[src/rtl/dispatch_queue_if.sv]
// Shared decode/issue types and the decoder <-> dispatch queue <-> issue bundle.
`ifndef DataWidth
`define DataWidth 32
`endif

package dispatch_queue_pkg;
  typedef logic [4:0] RegFile_t;
  typedef logic [3:0] OpCommand_t;

  typedef enum logic [2:0] {
    UNIT_NOP    = 3'd0,
    UNIT_ALU    = 3'd1,
    UNIT_LSU    = 3'd2,
    UNIT_BRANCH = 3'd3,
    UNIT_CSR    = 3'd4,
    UNIT_MUL    = 3'd5
  } ExeUnit_t;

  typedef enum logic [1:0] {
    IMM_NO_SHIFT = 2'd0,
    IMM_SHIFT1   = 2'd1,
    IMM_SHIFT12  = 2'd2
  } ImmShift_t;

  typedef enum logic [1:0] {
    IMM_SIZE12   = 2'd0,
    IMM_SIZE20   = 2'd1,
    IMM_SIZE5_12 = 2'd2
  } ImmSize_t;

  typedef struct packed {
    logic        sign;
    ImmShift_t   shift;
    ImmSize_t    size;
    logic [19:0] data;
  } ImmData_t;
endpackage

interface dispatch_queue_if #(
  parameter int unsigned DEPTH = 4,
  parameter int unsigned DATA  = `DataWidth
);
  import dispatch_queue_pkg::*;

  localparam int unsigned CW = $clog2(DEPTH) + 1;

  logic              flush;
  logic              dec_e_;
  RegFile_t          rs1;
  RegFile_t          rs2;
  RegFile_t          rd;
  logic              invalid;
  ImmData_t          imm_data;
  ExeUnit_t          unit;
  OpCommand_t        command;
  logic              is_full;

  logic              iss_e_;
  logic              iss_ready;
  RegFile_t          iss_rs1;
  RegFile_t          iss_rs2;
  RegFile_t          iss_rd;
  logic              iss_invalid;
  logic [DATA-1:0]   iss_imm;
  logic [11:0]       iss_csr_addr;
  ExeUnit_t          iss_unit;
  OpCommand_t        iss_command;
  logic [CW-1:0]     count;

  modport master (
    output flush, dec_e_, rs1, rs2, rd, invalid, imm_data, unit, command, iss_ready,
    input  is_full, iss_e_, iss_rs1, iss_rs2, iss_rd, iss_invalid, iss_imm,
           iss_csr_addr, iss_unit, iss_command, count
  );

  modport slave (
    input  flush, dec_e_, rs1, rs2, rd, invalid, imm_data, unit, command, iss_ready,
    output is_full, iss_e_, iss_rs1, iss_rs2, iss_rd, iss_invalid, iss_imm,
           iss_csr_addr, iss_unit, iss_command, count
  );
endinterface

[src/rtl/dispatch_queue.sv]
// Decode-to-issue FIFO: buffers decoded ops, expands immediates on write,
// presents the oldest op to issue with an active-low valid / ready handshake.
`ifndef DataWidth
`define DataWidth 32
`endif

module dispatch_queue
  import dispatch_queue_pkg::*;
#(
  parameter int unsigned DEPTH = 4,
  parameter int unsigned DATA  = `DataWidth
) (
  input  logic           clk,
  input  logic           reset_,
  dispatch_queue_if.slave q
);

  localparam int unsigned PW = $clog2(DEPTH);
  localparam int unsigned CW = PW + 1;

  typedef struct packed {
    RegFile_t        rs1;
    RegFile_t        rs2;
    RegFile_t        rd;
    logic            invalid;
    logic [DATA-1:0] imm;
    logic [11:0]     csr;
    ExeUnit_t        unit;
    OpCommand_t      command;
  } entry_t;

  entry_t          mem_q [DEPTH];
  logic [PW-1:0]   wr_ptr_q, wr_ptr_d;
  logic [PW-1:0]   rd_ptr_q, rd_ptr_d;
  logic [CW-1:0]   count_q, count_d;

  logic            full;
  logic            empty;
  logic            push;
  logic            pop;
  logic [DATA-1:0] ext;
  logic [DATA-1:0] exp_imm;
  logic [11:0]     exp_csr;
  entry_t          wr_entry;
  entry_t          head;

  assign full  = (count_q == CW'(DEPTH));
  assign empty = (count_q == '0);
  assign push  = !q.dec_e_ && !full;
  assign pop   = !empty && q.iss_ready;

  // Extension first, shift second; CSR-immediate form ignores sign and shift.
  always_comb begin
    ext     = '0;
    exp_imm = '0;
    exp_csr = '0;
    case (q.imm_data.size)
      IMM_SIZE12:
        ext = q.imm_data.sign ? DATA'($signed(q.imm_data.data[11:0]))
                              : DATA'(q.imm_data.data[11:0]);
      IMM_SIZE20:
        ext = q.imm_data.sign ? DATA'($signed(q.imm_data.data[19:0]))
                              : DATA'(q.imm_data.data[19:0]);
      IMM_SIZE5_12: begin
        ext     = DATA'(q.imm_data.data[16:12]);
        exp_csr = q.imm_data.data[11:0];
      end
      default: ext = '0;
    endcase

    if (q.imm_data.size == IMM_SIZE5_12) begin
      exp_imm = ext;
    end else begin
      case (q.imm_data.shift)
        IMM_SHIFT1:  exp_imm = ext << 1;
        IMM_SHIFT12: exp_imm = ext << 12;
        default:     exp_imm = ext;
      endcase
    end
  end

  always_comb begin
    wr_entry.rs1     = q.rs1;
    wr_entry.rs2     = q.rs2;
    wr_entry.rd      = q.rd;
    wr_entry.invalid = q.invalid;
    wr_entry.imm     = exp_imm;
    wr_entry.csr     = exp_csr;
    wr_entry.unit    = q.unit;
    wr_entry.command = q.command;
  end

  always_comb begin
    wr_ptr_d = wr_ptr_q;
    rd_ptr_d = rd_ptr_q;
    count_d  = count_q;
    if (q.flush) begin
      wr_ptr_d = '0;
      rd_ptr_d = '0;
      count_d  = '0;
    end else begin
      if (push) wr_ptr_d = wr_ptr_q + PW'(1);
      if (pop)  rd_ptr_d = rd_ptr_q + PW'(1);
      count_d = count_q + CW'(push) - CW'(pop);
    end
  end

  always_ff @(posedge clk or negedge reset_) begin
    if (!reset_) begin
      wr_ptr_q <= '0;
      rd_ptr_q <= '0;
      count_q  <= '0;
    end else begin
      wr_ptr_q <= wr_ptr_d;
      rd_ptr_q <= rd_ptr_d;
      count_q  <= count_d;
    end
  end

  // Storage needs no reset: every output is gated while the queue is empty.
  always_ff @(posedge clk) begin
    if (push && !q.flush) begin
      mem_q[wr_ptr_q] <= wr_entry;
    end
  end

  assign head = mem_q[rd_ptr_q];

  assign q.is_full      = full;
  assign q.iss_e_       = empty;
  assign q.count        = count_q;
  assign q.iss_rs1      = empty ? '0 : head.rs1;
  assign q.iss_rs2      = empty ? '0 : head.rs2;
  assign q.iss_rd       = empty ? '0 : head.rd;
  assign q.iss_invalid  = empty ? 1'b0 : head.invalid;
  assign q.iss_imm      = empty ? '0 : head.imm;
  assign q.iss_csr_addr = empty ? '0 : head.csr;
  assign q.iss_unit     = empty ? UNIT_NOP : head.unit;
  assign q.iss_command  = empty ? '0 : head.command;

endmodule

[src/flat_wrapper.sv]
// flat-port wrapper written by rule: the top's interface ports become plain ports
module dispatch_queue_flat import dispatch_queue_pkg::*;
#(
  parameter int unsigned DEPTH = 4,
  parameter int unsigned DATA  = `DataWidth
)
  (clk, reset_, q_flush, q_dec_e_, q_rs1, q_rs2, q_rd, q_invalid, q_imm_data, q_unit, q_command, q_iss_ready, q_is_full, q_iss_e_, q_iss_rs1, q_iss_rs2, q_iss_rd, q_iss_invalid, q_iss_imm, q_iss_csr_addr, q_iss_unit, q_iss_command, q_count);
  dispatch_queue_if #(.DEPTH(DEPTH), .DATA(DATA)) q_i ();
  input  logic clk;
  input  logic reset_;
  input wire logic [$bits(q_i.flush)-1:0] q_flush;
  input wire logic [$bits(q_i.dec_e_)-1:0] q_dec_e_;
  input wire logic [$bits(q_i.rs1)-1:0] q_rs1;
  input wire logic [$bits(q_i.rs2)-1:0] q_rs2;
  input wire logic [$bits(q_i.rd)-1:0] q_rd;
  input wire logic [$bits(q_i.invalid)-1:0] q_invalid;
  input wire logic [$bits(q_i.imm_data)-1:0] q_imm_data;
  input wire logic [$bits(q_i.unit)-1:0] q_unit;
  input wire logic [$bits(q_i.command)-1:0] q_command;
  input wire logic [$bits(q_i.iss_ready)-1:0] q_iss_ready;
  output wire logic [$bits(q_i.is_full)-1:0] q_is_full;
  output wire logic [$bits(q_i.iss_e_)-1:0] q_iss_e_;
  output wire logic [$bits(q_i.iss_rs1)-1:0] q_iss_rs1;
  output wire logic [$bits(q_i.iss_rs2)-1:0] q_iss_rs2;
  output wire logic [$bits(q_i.iss_rd)-1:0] q_iss_rd;
  output wire logic [$bits(q_i.iss_invalid)-1:0] q_iss_invalid;
  output wire logic [$bits(q_i.iss_imm)-1:0] q_iss_imm;
  output wire logic [$bits(q_i.iss_csr_addr)-1:0] q_iss_csr_addr;
  output wire logic [$bits(q_i.iss_unit)-1:0] q_iss_unit;
  output wire logic [$bits(q_i.iss_command)-1:0] q_iss_command;
  output wire logic [$bits(q_i.count)-1:0] q_count;
  assign q_i.flush = q_flush;
  assign q_i.dec_e_ = q_dec_e_;
  assign q_i.rs1 = q_rs1;
  assign q_i.rs2 = q_rs2;
  assign q_i.rd = q_rd;
  assign q_i.invalid = q_invalid;
  assign q_i.imm_data = q_imm_data;
  assign q_i.unit = q_unit;
  assign q_i.command = q_command;
  assign q_i.iss_ready = q_iss_ready;
  assign q_is_full = q_i.is_full;
  assign q_iss_e_ = q_i.iss_e_;
  assign q_iss_rs1 = q_i.iss_rs1;
  assign q_iss_rs2 = q_i.iss_rs2;
  assign q_iss_rd = q_i.iss_rd;
  assign q_iss_invalid = q_i.iss_invalid;
  assign q_iss_imm = q_i.iss_imm;
  assign q_iss_csr_addr = q_i.iss_csr_addr;
  assign q_iss_unit = q_i.iss_unit;
  assign q_iss_command = q_i.iss_command;
  assign q_count = q_i.count;
  dispatch_queue #(.DEPTH(DEPTH), .DATA(DATA)) u_core (.clk(clk), .reset_(reset_), .q(q_i));
endmodule
[config.mk]
export PLATFORM = sky130hd
export DESIGN_NAME = dispatch_queue_flat
export DESIGN_NICKNAME = d
export VERILOG_FILES = /design/src/rtl/dispatch_queue_if.sv /design/src/rtl/dispatch_queue.sv /design/src/flat_wrapper.sv
export SDC_FILE = /design/constraint.sdc
export NUM_CORES = 1
export LEC_CHECK = 0
export CORE_MARGIN = 1.5
export CORE_UTILIZATION = 69
export CTS_BUF_LIST = sky130_fd_sc_hd__clkbuf_2 sky130_fd_sc_hd__clkbuf_4 sky130_fd_sc_hd__clkbuf_8
export DETAILED_ROUTE_END_ITERATION = 7
export DONT_BUFFER_PORTS = 1
export PLACE_DENSITY = 0.95
export REMOVE_ABC_BUFFERS = 1
export SETUP_SLACK_MARGIN = 0.15
export SKIP_LAST_GASP = 1
export SYNTH_ARGS = -nofsm -noshare
export SYNTH_HDL_FRONTEND = slang
export SYNTH_SLANG_ARGS = --single-unit
[constraint.sdc]
create_clock -name clk -period 8.3 [get_ports clk]
set_input_delay 1.245 -clock clk [delete_from_list [all_inputs] [get_ports clk]]
set_output_delay 1.245 -clock clk [all_outputs]
set_load 0.01 [all_outputs]
==> flow_metrics.tcl <==
set metrics [dict create \
    dp_cells 794 \
    reg2reg_from "u_core.q.count[1]$_DFF_PN0_" \
    synth_seq_cells 275 \
    critPathArrivalTime_ps 2950 \
    path_clk_slew_ps 60 \
    syn_inst 612 \
    min_path_type "input port to async pin" \
    initialDrtViolationCount 520 \
    finalSetupViolations 0 \
    synth.distinct_cells 43 \
    clock-skew-final_ps 18.1 \
    power.density_nw_per_um2 283 \
    synth_area_leader_cell "edfxtp_1" \
    ant_nets 0 \
    wirelength_um 21300 \
    crit_cells 3 \
    numPortBuffers 0 \
    worstSetupEndpointType "primary output" \
    antenna_found_initial 0 \
    rows 46 \
    startpoint_type "register" \
    ctsHoldBuffers 0 \
    path_cells "buf_4, mux4_2, nor2b_1" \
    synthArstFlopShare_pct 2.55 \
    wl_per_cell_um 24.5 \
    fin_tns_setup_ps 0 \
    hold_ws_ps 415 \
    finalHoldViolCount 0 \
    path_max_fanout 37 \
    cp_num_buf_inv 1 \
    dr.pass1.iters 5 \
    drv_slew 0 \
    ios 125 \
    drive_gt1_share_pct 22.1 \
    gp_congestion 0.755 \
    clockRootBuffer "clkbuf_8" \
    period_share_pct 50.5 \
    grt_pass1_wl_um 32600 \
    yosysMostFrequentCell "edfxtp_1" \
    core_area_um2 16000 \
    layout.cells.non_filler 869 \
    synth_sequential_area_ratio_pct 72.3 \
    postCtsSetupBuffers 0 \
    grt_pass1_vias 5832 \
    cts_repair_resize_count 0 \
    layout.nets 684 \
    netlist_area_um2 11400 \
    max_stage_delay_ps 850 \
    pwr-share-comb_pct 21.1 \
    status "finished, final reports clean" \
    synth_commonest_cells "edfxtp_1 (268), nor2b_1 (72), mux4_2 (67)" \
    critical_path_class "register to primary output" \
    fin_crit_ps 4190 \
    grt_max_degree 69 \
    start_util_pct 71.1 \
    slew_headroom_pct 30.0 \
    clockBufferDepth 3 \
    vias 5588 \
    cts_max_level 2 \
    avgSynthCellArea_um2 18.6 \
    power.share.switching_pct 28.4 \
    die_w_um 131 \
    drcViolationCount 0 \
    path_delay_family "flip-flops" \
    fill_cells 858 \
    cp.required_ps 7050 \
    maxCapViolCount 0 \
    ir_drop_mv 0.356 \
    power.leakage_nw 3.98 \
    cp_slowest_cell "dfrtp_4" \
    dieArea_um2 17300 \
    ys_warn_count 0 \
    netlist_top_cells_area "edfxtp_1 (71%), mux4_2 (13%), nor2b_1 (4.0%)" \
    power_frac_seq_pct 49.1 \
    cts_sinks 275 \
    grt_overflow 0 \
    vias_per_cell 6.43 \
    synth_top_area_share_pct 70.7 \
    die_h_um 131 \
    tightest_slew_ps 1050 \
    p_sw_mw 0.988 \
    cts_tree "done" \
    antenna_cells 0 \
    clock_latency_ps 530 \
    gr-usage-all-layers_pct 25.1 \
    synth_edf_count 268 \
    clock.fmax_ghz 0.239 \
    worstSetupEndpoint "q_iss_imm[22]" \
    r2r_slack_ps 5780 \
    dpl.hpwl_um 12700 \
    p_int_mw 2.50 \
    p_clk_share_pct 29.9 \
    cts_buffers 42 \
    ys.flop_type "edfxtp_1" \
    r2r_cells 3 \
    rsz0062_at_grt "false" \
    cp-startpoint "u_core.rd_ptr_q[0]$_DFFE_PN0P_" \
    reg2reg_to "u_core.mem_q[1][64]$_DFFE_PP_" \
    area_growth_pct 8.15 \
]
## per-layer routing
layer	up-vias	GRT usage [%]	share of wire, %
met4	0	7.59	2.4
met5	-	0	0
met2	270	40.7	50
met1	2824	32.5	39
li1	2443	-	-
met3	51	8.95	8.9
## worst reg2reg max path, delay by kind of cell (launching register included)
kind	cells	cell delay (ps)
AND/OR/NAND/NOR	3	1490
flip-flops	1	600
## power by group through the flow
stage	Clock, mW	Sequential (mW)	Combinational (mW)
finish	1.04	1.71	0.734
global route	1.11	1.72	0.789
CTS	1.06	1.71	0.748
detailed placement	0	1.74	0.746
floorplan	0	1.74	0.597
global placement	0	1.73	0.721
## state kept, by name, indices dropped and copies added, names as in the netlist
| signal | count |
|---|---|
| u_core.mem_q | 268 |
| u_core.q.count | 3 |
| u_core.rd_ptr_q | 2 |
| u_core.wr_ptr_q | 2 |
## layout make-up
class,instances,area (um2),share of cell area [%]
clock buffer,60,719,5.85
clock inverter,15,65.1,0.529
inverter,8,30.0,0.244
multi-input combinational,292,2970,24.1
sequential,275,8230,66.9
tap,216,270,2.20
timing repair buffer,3,22.5,0.183
## cell families (layout without fill, tap and decap cells)
group	count (synthesis)	in the layout	share of synthesized area, %
xor+xnor	3	3	0.231
compound gates	62	62	3.44
flops	275	275	72.3
simple gates	150	150	7.88
fa+ha+maj	9	9	1.06
mux	68	68	13.3
buf+inv	45	86	1.79
## through the flow
stage	utilization [%]	setup WS, ps	power, mW	area [um2]
2_1_floorplan	-	3530	2.34	11200
3_3_place_gp	72.0	4620	2.45	11500
3_5_place_dp	72.0	4560	2.49	11500
4_1_cts	76.9	4000	3.52	12300
5_1_grt	76.9	3850	3.62	12300
6_report	76.9	4110	3.48	12300
## worst min path at each step
| stage | cells past startpoint | to | slack, ps |
|---|---|---|---|
| 3_5_place_dp | 2 | u_core.wr_ptr_q[0]$_DFFE_PN0P_ | 600 |
| 6_report | 0 | u_core.rd_ptr_q[0]$_DFFE_PN0P_ | 410 |
| 3_3_place_gp | 2 | u_core.wr_ptr_q[0]$_DFFE_PN0P_ | 570 |
| 2_1_floorplan | 2 | u_core.wr_ptr_q[0]$_DFFE_PN0P_ | 560 |
| 4_1_cts | 0 | u_core.rd_ptr_q[0]$_DFFE_PN0P_ | 390 |
| 5_1_grt | 0 | u_core.rd_ptr_q[0]$_DFFE_PN0P_ | 390 |
## layout by cell type (no fill, tap or decap), drive strengths merged, types with 4 or more instances in the layout
master,count
edfxtp,268
nand2b,5
inv,8
dfrtp,7
nand2,27
clkbuf,60
clkinv,14
nor2b,72
o21ai,13
nor2,8
ha,8
a21oi,26
nand3b,6
and2,17
and3b,5
mux4,67
a221o,4
No activity file was read; power rests on OpenSTA's default activity.
